<file path="src/rtl/decode_queue_pkg.sv">
// Shared width helpers for the decode-stage queue controller.
// Imported by the queue top and its storage array.
package decode_queue_pkg;

  function automatic int cnt_w(input int depth);
    return $clog2(depth + 1);
  endfunction

  function automatic int ptr_w(input int depth);
    return (depth > 1) ? $clog2(depth) : 1;
  endfunction

endpackage

</file>
<file path="src/rtl/decode_queue_mem.sv">
// DEPTH x WIDTH payload array for the decode queue.
// Synchronous write, combinational read of the head slot.
module decode_queue_mem
  import decode_queue_pkg::*;
#(
  parameter int DEPTH = 2,
  parameter int WIDTH = 32,
  parameter int PTR_W = ptr_w(DEPTH)
) (
  input  logic             clock,
  input  logic             i_we,
  input  logic [PTR_W-1:0] i_waddr,
  input  logic [WIDTH-1:0] i_wdata,
  input  logic [PTR_W-1:0] i_raddr,
  output logic [WIDTH-1:0] o_rdata
);

  logic [WIDTH-1:0] r_mem [DEPTH];

  always_ff @(posedge clock) begin
    if (i_we) begin
      r_mem[i_waddr] <= i_wdata;
    end
  end

  assign o_rdata = r_mem[i_raddr];

endmodule

</file>
<file path="src/rtl/decode_queue_ctrl.sv">
// Decode-stage flow controller: DEPTH-entry payload queue with RAW
// stall, flush, one-shot branch-resolved pulse and stall counter.
module decode_queue_ctrl
  import decode_queue_pkg::*;
#(
  parameter int DEPTH     = 2,
  parameter int WIDTH     = 32,
  parameter bit FULL_PASS = 1'b0,
  parameter int STALL_W   = 16,
  localparam int CNT_W    = cnt_w(DEPTH),
  localparam int PTR_W    = ptr_w(DEPTH)
) (
  input  logic               clock,
  input  logic               reset,
  input  logic               valid_pre_i,
  output logic               ready_pre_o,
  input  logic [WIDTH-1:0]   data_i,
  output logic               valid_post_o,
  input  logic               ready_post_i,
  output logic [WIDTH-1:0]   data_o,
  input  logic               raw_i,
  input  logic               flush_i,
  output logic               branch_valid_o,
  output logic [CNT_W-1:0]   count_o,
  output logic [STALL_W-1:0] stall_cnt_o
);

  logic [PTR_W-1:0]   r_wr_ptr;
  logic [PTR_W-1:0]   r_rd_ptr;
  logic [CNT_W-1:0]   r_count;
  logic               r_reported;
  logic [STALL_W-1:0] r_stall;

  logic               w_full;
  logic               w_nempty;
  logic               w_push;
  logic               w_pop;
  logic               w_stall;
  logic [PTR_W-1:0]   w_wr_nxt;
  logic [PTR_W-1:0]   w_rd_nxt;

  assign w_full   = (r_count == CNT_W'(DEPTH));
  assign w_nempty = (r_count != '0);

  assign valid_post_o = w_nempty && !raw_i && !flush_i;
  assign w_pop        = valid_post_o && ready_post_i;

  // FULL_PASS lets a same-cycle pop make room for the incoming push
  assign ready_pre_o = !flush_i &&
                       (!w_full || (FULL_PASS && w_pop));
  assign w_push      = valid_pre_i && ready_pre_o;

  assign branch_valid_o = valid_post_o && !r_reported;
  assign w_stall        = w_nempty && raw_i && !flush_i;

  assign w_wr_nxt = (r_wr_ptr == PTR_W'(DEPTH - 1)) ?
                    '0 : r_wr_ptr + 1'b1;
  assign w_rd_nxt = (r_rd_ptr == PTR_W'(DEPTH - 1)) ?
                    '0 : r_rd_ptr + 1'b1;

  always_ff @(posedge clock) begin
    if (reset || flush_i) begin
      r_wr_ptr   <= '0;
      r_rd_ptr   <= '0;
      r_count    <= '0;
      r_reported <= 1'b0;
    end else begin
      if (w_push) begin
        r_wr_ptr <= w_wr_nxt;
      end
      if (w_pop) begin
        r_rd_ptr <= w_rd_nxt;
      end
      if (w_push && !w_pop) begin
        r_count <= r_count + 1'b1;
      end else if (w_pop && !w_push) begin
        r_count <= r_count - 1'b1;
      end
      if (w_pop) begin
        r_reported <= 1'b0;
      end else if (branch_valid_o) begin
        r_reported <= 1'b1;
      end
    end
  end

  // flush leaves the stall statistic intact
  always_ff @(posedge clock) begin
    if (reset) begin
      r_stall <= '0;
    end else if (w_stall && (r_stall != {STALL_W{1'b1}})) begin
      r_stall <= r_stall + 1'b1;
    end
  end

  decode_queue_mem #(
    .DEPTH (DEPTH),
    .WIDTH (WIDTH),
    .PTR_W (PTR_W)
  ) u_mem (
    .clock   (clock),
    .i_we    (w_push),
    .i_waddr (r_wr_ptr),
    .i_wdata (data_i),
    .i_raddr (r_rd_ptr),
    .o_rdata (data_o)
  );

  assign count_o     = r_count;
  assign stall_cnt_o = r_stall;

endmodule
</file>
<file path="config.mk">
export PLATFORM = sky130hd
export DESIGN_NAME = decode_queue_ctrl
export DESIGN_NICKNAME = d
export VERILOG_FILES = /design/src/rtl/decode_queue_pkg.sv /design/src/rtl/decode_queue_mem.sv /design/src/rtl/decode_queue_ctrl.sv
export SDC_FILE = /design/constraint.sdc
export NUM_CORES = 1
export LEC_CHECK = 0
export ABC_AREA = 0
export CAP_MARGIN = 20
export CORE_MARGIN = 3
export CORE_UTILIZATION = 35
export CTS_CLUSTER_DIAMETER = 30
export CTS_CLUSTER_SIZE = 12
export DETAILED_ROUTE_END_ITERATION = 10
export PLACE_DENSITY = 0.59
export SYNTH_ARGS = -nofsm -noshare
export SYNTH_HDL_FRONTEND = slang
export SYNTH_SLANG_ARGS = --single-unit
</file>
<file path="constraint.sdc">
create_clock -name clock -period 9.7 [get_ports clock]
set_input_delay 2.425 -clock clock [delete_from_list [all_inputs] [get_ports clock]]
set_output_delay 2.425 -clock clock [all_outputs]
set_load 0.01 [all_outputs]
</file>
==> results of run 1 <==
==> how the worst max path moves through the flow <==
stage,from,slack (ns),cells after the start,to
2_1_floorplan,raw_i,4.36,2,branch_valid_o
3_3_place_gp,flush_i,3.41,4,branch_valid_o
3_5_place_dp,flush_i,3.39,4,branch_valid_o
4_1_cts,flush_i,3.36,4,branch_valid_o
5_1_grt,flush_i,3.29,4,branch_valid_o
6_report,flush_i,3.37,4,branch_valid_o
==> cells in the final DEF (no fill, tap or decap), types with 7 or more instances in the layout <==
cell             synthesis  layout
a21oi_1                 11      11
nor2_1                  11      11
clkdlybuf4s50_1          0      90
nor3_1                   7       7
clkbuf_8                 1       9
edfxtp_1                64      64
nand4_1                  7       7
mux2_2                  35      35
dfxtp_1                 22      22
==> flip-flops by register name (all words and copies together) (netlist names), named ones only <==
register / flops
u_mem.r_mem: 64
stall_cnt_o: 16
count_o: 2
r_rd_ptr: 1
r_reported: 1
r_wr_ptr: 1
==> power by group <==
| group | switching [mW] | internal [mW] |
|---|---|---|
| registers | 0.00247 | 0.404 |
| logic | 0.0214 | 0.0321 |
| clock network | 0.127 | 0.121 |
| total | 0.151 | 0.557 |
==> cells by family (layout without fill, tap and decap cells) <==
kind of cell             Yosys count  in the layout  share of synthesized area, %
adder cells (fa/ha/maj)            2              2                         0.721
flip-flops                        86             86                          68.1
AND/OR/NAND/NOR                   66             66                          10.9
multiplexers                      35             35                          11.4
buffers and inverters             16            114                          2.24
AO/OA/AOI/OAI                     30             30                          5.66
XOR/XNOR                           4              4                          1.01
==> cell type report <==
type | count | area (sq um)
inverter | 6 | 22.5
timing repair buffer | 92 | 916
multi-input combinational | 137 | 1040
sequential | 86 | 2360
clock buffer | 10 | 128
clock inverter | 6 | 70.1
tap | 129 | 161
fill | 833 | 4710
==> metal layers <==
metal	global-route usage [%]	routed length, um	up-vias
li1	-	-	1097
met1	17.0	3410	1095
met2	20.7	3330	68
met3	4.23	376	2
met4	3.70	11	0
met5	0	0	-
==> per-stage QoR <==
step / hold WS [ns] / cells / utilization, % / power, mW
5_1_grt: 0.524 / 466 / 50.0 / 0.739
3_3_place_gp: 0.496 / 450 / 47.9 / 0.468
2_1_floorplan: 0.469 / 239 / - / 0.435
3_5_place_dp: 0.491 / 450 / 47.9 / 0.469
6_report: 0.512 / 466 / 50.0 / 0.708
4_1_cts: 0.510 / 466 / 50.0 / 0.720
==> worst max-delay path: cells and delay by family <==
kind	cells	cell delay (ns)
AOI/OAI and AO/OA	1	0.25
buffers and inverters	2	1.06
and+or+nand+nor	1	0.18
==> flow_summary.ini, run 1 <==
[flow_run]
drv_cap = 0

[routing]
totalWireLength_mm = 7.13
vias = 2262
drc = 0
wl_per_cell_um = 15.3
antenna_left = 0
avgViaCountPerCell = 4.85
drtIter0Drc = 54
drt_pass1_iterations = 4

[yosys]
ys_warn_count = 0
netlist-cell-type-count = 38
synthArstFlopShare_pct = 0
syn_area_sq_um = 3470
synth_area_leaders = edfxtp_1 55%, dfxtp_1 13%, mux2_2 11%
yosysSeqAreaShare_pct = 68.1
yosysMostFrequentCell = edfxtp_1
synth_edf_count = 64
synthTopCellsByCount = 64 x edfxtp_1, 35 x mux2_2, 22 x dfxtp_1
ys.flop_type = edfxtp_1
ys_ff_latch = 86
synth_top_area_share_pct = 55.4
synth_top_cell_by_area = edfxtp_1
syn-num-nets = 279
synthCells = 239
syn_avg_cell_area_sq_um = 14.5

[setup_path]
rrSetupSlack_ns = 7.39
slowest_delay_ns = 0.58
rr_startpoint = count_o[0]$_SDFFE_PP0P_
required_ns = 7.28
slowest_stage = clkdlybuf4s50_1
critPathLaunchType = input pin
path_cells = clkdlybuf4s50_1, o21bai_2, nor3_1, clkdlybuf4s50_1
arrival_ns = 3.91
ff2ff_path_depth = 3
reg2reg_to = u_mem.r_mem[0][12]$_DFFE_PP_
endpoint_kind = output pin
path_common_cell = clkdlybuf4s50_1
crit_type = in2out
crit_fanout = 5

[cts]
holdBufCountCts = 0
cts_root_buf = clkbuf_8
numClockSinks = 86
htree_levels = 3
cts.reportedPaths.clkPinSlew_ns = 0.09
cts_buffer_depth = 2
cts_resized = 0
clk_latency_ns = 0.34
cts_buffers = 9
cts_tree = built
postCtsSetupBuffers = 0

[placement]
post-dp-hpwl_mm = 4.67
portBuffers = 90
pre_cts_slack_ns = 3.39
dpl_cell_area_sq_um = 4510
place_congestion = 0.789

[timing]
drv_slew = 0
skew_ns = 0.00703
min_period_ns = 6.33
layout_setup_ws_ns = 3.37
max_slew_margin_pct = 35.2
worst_pin_slew_ns = 0.964
fmax_ghz = 0.158
setup_viol = 0
finalSetupTns_ns = 0
finalCritPeriodShare_pct = 65.3
rsz0062_at_grt = false
hold_violations = 0

[die]
initial_core_util_pct = 36.9
die_y_um = 106
die_w_um = 106
core_sq_um = 9420
die_area_sq_um = 11100
fp-row-count = 35
io_pins = 91

[min_path]
holdPathStages = 2
holdCritStartpoint = r_reported$_SDFFE_PP0P_
whs_endpoint = r_reported$_SDFFE_PP0P_
hold_path.class = reg2reg

[power_and_ir_drop]
power_per_cell_area_nw_per_um2 = 151
power_leakage_nw = 1.52
peakVddDrop_uv = 65.2

[layout]
final_nets = 372
syn2layout_area_growth_pct = 35.6
drive_above_1_share_pct = 18.4
fin_area_sq_um = 4700
n_antenna_cell = 0

[global_routing]
grt_pass1_wl_mm = 11.4
grt_pass1_vias = 2268
grt_overflow_total = 0
grt_max_degree = 33
track_usage_pct = 13.0
antenna_found_initial = 0

[status]
status = finished clean
Power figures use the tool's default switching activity.
==> run 2, diff against run 1 <==
==> constraint.sdc (replaced) <==
create_clock -name clock -period 5.9 [get_ports clock]
set_input_delay 1.475 -clock clock [delete_from_list [all_inputs] [get_ports clock]]
set_output_delay 1.475 -clock clock [all_outputs]
set_load 0.01 [all_outputs]
==> run 2 against run 1 <==
Against the previous run:
- non-clock buffer count stayed put
- routed wire length is 1.6% lower
- first-iteration DRC count is 19% higher
- critical endpoint unchanged
==> flow_summary.ini, run 2 (synthesis gave the netlist of run 1 again) <==
[cts]
cts_buffers = 9
cts_buffer_depth = 2
htree_levels = 3
cts.reportedPaths.clkPinSlew_ns = 0.08
numClockSinks = 86
cts_root_buf = clkbuf_8
cts_resized = 0
clk_latency_ns = 0.34
postCtsSetupBuffers = 0
holdBufCountCts = 0
cts_tree = built

[layout]
final_cell_mix = 90 x clkdlybuf4s50_1, 64 x edfxtp_1, 35 x mux2_2
finalCoreUtilization_pct = 50.5
largest_register = u_mem.r_mem
largest_register_ffs = 64
n_antenna_cell = 0
syn2layout_area_growth_pct = 36.9
fill_cells = 820
multi_input_area_sq_um = 1040
final_cells = 466
drive_above_1_share_pct = 18.4
final_nets = 372
layout_commonest_cell = clkdlybuf4s50_1
final-seq-area_sq_um = 2360

[timing]
fmax_ghz = 0.227
hold_violations = 0
drv_slew = 0
worst_pin_slew_ns = 0.962
finalSetupTns_ns = 0
rsz0062_at_grt = false
finalCritPeriodShare_pct = 74.6
max_slew_margin_pct = 35.3
setup_viol = 0
min_period_ns = 4.40
skew_ns = 0.00725

[die]
core_sq_um = 9420
die_area_sq_um = 11100
die_w_um = 106
initial_core_util_pct = 36.9
die_y_um = 106
fp-row-count = 35
io_pins = 91

[global_routing]
antenna_found_initial = 0
grt_pass1_vias = 2255
grtUsageMet1_pct = 16.2
gr-usage-met3_pct = 2.94
busiest_layer = met2
grt_max_degree = 33
grtUsageMet2_pct = 20.6
grt_overflow_total = 0
grt_pass1_wl_mm = 11.1
track_usage_pct = 12.6

[placement]
post-dp-hpwl_mm = 4.63
portBuffers = 90
place_congestion = 0.806
dp.cells = 450

[setup_path]
path_delay_family = buffers and inverters
endpoint_kind = output pin
slowest_stage = clkdlybuf4s50_1
cp_num_buf_inv = 2
path_cells = clkdlybuf4s50_1, o21bai_2, nor3_1, clkdlybuf4s50_1
arrival_ns = 2.93
crit_type = in2out
critPathLaunchType = input pin
slowest_delay_ns = 0.57
required_ns = 4.43
crit_fanout = 5
path_common_cell = clkdlybuf4s50_1

[status]
status = finished clean

[power_and_ir_drop]
intPower_mw = 1.00
power_per_cell_area_nw_per_um2 = 263
power_leakage_nw = 1.54
pwr-share-seq_pct = 53.5
p_sw_mw = 0.245
power_frac_comb_pct = 7.1
peakVddDrop_uv = 129
switching_share_pct = 19.7
clockPowerShare_pct = 39.4

[routing]
wl_per_cell_um = 15.1
drt_pass1_iterations = 6
drc = 0
drtIter0Drc = 64
vias = 2273
avgViaCountPerCell = 4.88
totalWireLength_mm = 7.02
antenna_left = 0

[flow_run]
drv_cap = 0

[min_path]
hold_path.class = reg2reg
==> run 2: changes by cell type in the layout (fill, tap and decap cells not counted), sizes merged <==
| cell | previous run | this run |
|---|---|---|
| clkinvlp | 2 | 1 |
| bufinv | 1 | 3 |
| clkinv | 1 | 0 |
==> run 2: layout make-up <==
type                       instances  share of cell area [%]
sequential                        86                    49.7
multi-input combinational        137                    22.0
timing repair buffer              92                    19.3
tap                              129                    3.40
clock buffer                      10                    2.69
clock inverter                     6                    2.48
inverter                           6                   0.474
==> run 2: path summary, 6_finish.rpt <==
| check | start | endpoint | slack, ns | cells after the start |
|---|---|---|---|---|
| setup / recovery | flush_i | branch_valid_o | 1.50 | 4 |
| hold / removal | r_rd_ptr$_SDFFE_PP0P_ | flip-flop | 0.52 | 2 |
| setup reg to reg | count_o[0]$_SDFFE_PP0P_ | u_mem.r_mem[0][22]$_DFFE_PP_ | 3.63 | 3 |
| hold reg to reg | r_rd_ptr$_SDFFE_PP0P_ | flip-flop | 0.52 | 2 |
==> run 2: per-layer routing <==
| layer | vias up | wire (um) |
|---|---|---|
| li1 | 1100 | - |
| met1 | 1077 | 3240 |
| met2 | 88 | 3260 |
| met5 | - | 0 |
| met4 | 0 | 74 |
| met3 | 8 | 435 |
==> run 2: worst reg2reg max path, delay by kind of cell (launching register included) <==
family	cells	cell delay, ns
AND/OR/NAND/NOR	1	0.87
AO/OA/AOI/OAI	1	0.46
flip-flops	1	0.46
buffers and inverters	1	0.09
==> run 2: power by group through the flow <==
stage | registers [mW] | logic (mW) | clock network, mW
after floorplan | 0.682 | 0.0326 | 0
after global placement | 0.682 | 0.0889 | 0
after detailed placement | 0.682 | 0.0898 | 0
after CTS | 0.668 | 0.0905 | 0.508
after global routing | 0.670 | 0.0956 | 0.530
final | 0.668 | 0.0887 | 0.491
==> run 2: metrics by stage <==
step	worst slack [ns]	total power, mW	instance area (sq um)	hold WS [ns]
floorplan	2.10	0.715	3470	0.469
global placement	1.50	0.771	4510	0.497
detailed placement	1.50	0.772	4510	0.505
CTS	1.48	1.27	4750	0.524
global route	1.40	1.30	4750	0.550
finish	1.50	1.25	4750	0.521
==> run 3, diff against run 2 <==
--- a/config.mk
+++ b/config.mk
@@ -12,7 +12,7 @@
 export CTS_CLUSTER_DIAMETER = 30
 export CTS_CLUSTER_SIZE = 12
 export DETAILED_ROUTE_END_ITERATION = 10
-export PLACE_DENSITY = 0.59
+export PLACE_DENSITY = 0.61
 export SYNTH_ARGS = -nofsm -noshare
 export SYNTH_HDL_FRONTEND = slang
 export SYNTH_SLANG_ARGS = --single-unit
==> constraint.sdc (replaced) <==
create_clock -name clock -period 3.6 [get_ports clock]
set_input_delay 0.9 -clock clock [delete_from_list [all_inputs] [get_ports clock]]
set_output_delay 0.9 -clock clock [all_outputs]
set_load 0.01 [all_outputs]
==> run 3 against run 2 <==
Against the previous run:
- die area unchanged
- critical path depth did not move
- clock-buffer cell count decreased by 1
- utilization is 0.53 points lower
- register-to-register slack lost 2.1 ns
- routed wire length shrank 1.1%
- critical path type unchanged
- critical endpoint unchanged
- largest power group unchanged
==> flow_summary.ini, run 3 (synthesis gave the netlist of run 1 again) <==
[layout]
largest_register_ffs = 64
final_nets = 375
layout_commonest_cell = clkdlybuf4s50_1
fill_cells = 850
drive_above_1_share_pct = 18.8
n_antenna_cell = 0
largest_register = u_mem.r_mem
syn2layout_area_growth_pct = 35.5
final_cell_mix = 90 x clkdlybuf4s50_1, 64 x edfxtp_1, 35 x mux2_2

[die]
fp-row-count = 35
core_sq_um = 9420
io_pins = 91
die_w_um = 106
die_y_um = 106
initial_core_util_pct = 36.9
die_area_sq_um = 11100

[timing]
finalSetupTns_ns = 0
drv_slew = 0
finalCritPeriodShare_pct = 90.2
skew_ns = 0.00901
holdWs_ns = 0.517
fmax_ghz = 0.308
min_period_ns = 3.25
hold_violations = 0
worst_pin_slew_ns = 0.717
rsz0062_at_grt = false
max_slew_margin_pct = 52.0
setup_viol = 0

[routing]
avgViaCountPerCell = 4.87
drc = 0
drtIter0Drc = 68
vias = 2286
totalWireLength_mm = 6.94
antenna_left = 0
drt_pass1_iterations = 4
wl_per_cell_um = 14.8

[cts]
cts.reportedPaths.clkPinSlew_ns = 0.09
htree_levels = 3
clk_latency_ns = 0.34
cts_root_buf = clkbuf_8
cts_buffer_depth = 2
numClockSinks = 86
cts_tree = built
holdBufCountCts = 0
cts_buffers = 9
postCtsSetupBuffers = 0
cts_resized = 0

[global_routing]
track_usage_pct = 12.7
grt_overflow_total = 0
antenna_found_initial = 0
grt_pass1_wl_mm = 11.3
grt_pass1_vias = 2286
grt_max_degree = 33

[flow_run]
drv_cap = 0

[setup_path]
required_ns = 2.70
crit_type = in2out
slowest_stage = clkdlybuf4s50_1
critPathLaunchType = input pin
slowest_delay_ns = 0.58
path_common_cell = clkdlybuf4s50_1
ff2ff_path_depth = 5
crit_fanout = 5
path_cells = clkdlybuf4s50_1, o21bai_2, nor3_1, clkdlybuf4s50_1
endpoint_kind = output pin
arrival_ns = 2.35
rrSetupSlack_ns = 1.54

[min_path]
hold_path.class = reg2reg
holdPathStages = 2

[power_and_ir_drop]
power_per_cell_area_nw_per_um2 = 392
power_mw = 1.84
peakVddDrop_uv = 156
power_leakage_nw = 1.52

[placement]
place_congestion = 0.790
portBuffers = 90
post-dp-hpwl_mm = 4.65

[status]
status = finished clean
[run 3: changes by cell type in the layout (fill, tap and decap cells not counted)]
| cell | delta |
|---|---|
| clkbuf_1 | -1 |
| nor4_2 | -1 |
| buf_4 | +3 |
| clkinvlp_4 | +2 |
| inv_6 | +1 |
| clkinv_1 | +1 |
| nor4_1 | +1 |
| bufinv_16 | -3 |
[run 3: per-layer routing]
metal / vias up / global-route usage (%) / routed length [um]
met4: 0 / 4.72 / 57
met3: 6 / 3.18 / 404
met1: 1096 / 17.3 / 3240
met2: 73 / 19.5 / 3240
met5: - / 0 / 0
li1: 1111 / - / -
[run 3: layout make-up]
cell class,instances,area (sq um),share of cell area (%)
clock inverter,7,55.1,1.17
clock buffer,9,124,2.64
sequential,86,2360,50.3
multi-input combinational,137,1040,22.1
tap,129,161,3.43
timing repair buffer,95,938,20.0
inverter,6,22.5,0.479
[run 3: worst paths after layout]
kind	startpoint	endpoint
min	stall_cnt_o[10]$_SDFFE_PP0P_	stall_cnt_o[10]$_SDFFE_PP0P_
max	flush_i	branch_valid_o
min reg2reg	stall_cnt_o[10]$_SDFFE_PP0P_	stall_cnt_o[10]$_SDFFE_PP0P_
max reg2reg	stall_cnt_o[0]$_SDFFE_PP0P_	stall_cnt_o[14]$_SDFFE_PP0P_
[run 3: power breakdown]
group,internal [mW],leakage [nW],total [mW],switching [mW]
clock network,0.258,0.0818,0.603,0.346
logic,0.0880,0.675,0.145,0.0574
registers,1.09,0.765,1.09,0.00667
[run 3: worst max-delay path: cells and delay by family]
kind	cells	cell delay [ns]
compound gates	1	0.24
buf+inv	2	1.05
simple gates	1	0.15
[run 3: metrics by stage]
step / std cells / setup slack (ns) / cell area [sq um] / utilization (%)
after floorplan: 239 / 0.374 / 3470 / -
after global placement: 453 / 0.361 / 4520 / 48.0
after global routing: 469 / 0.219 / 4700 / 49.9
after CTS: 469 / 0.332 / 4700 / 49.9
after detailed placement: 453 / 0.344 / 4520 / 48.0
final: 469 / 0.351 / 4700 / 49.9
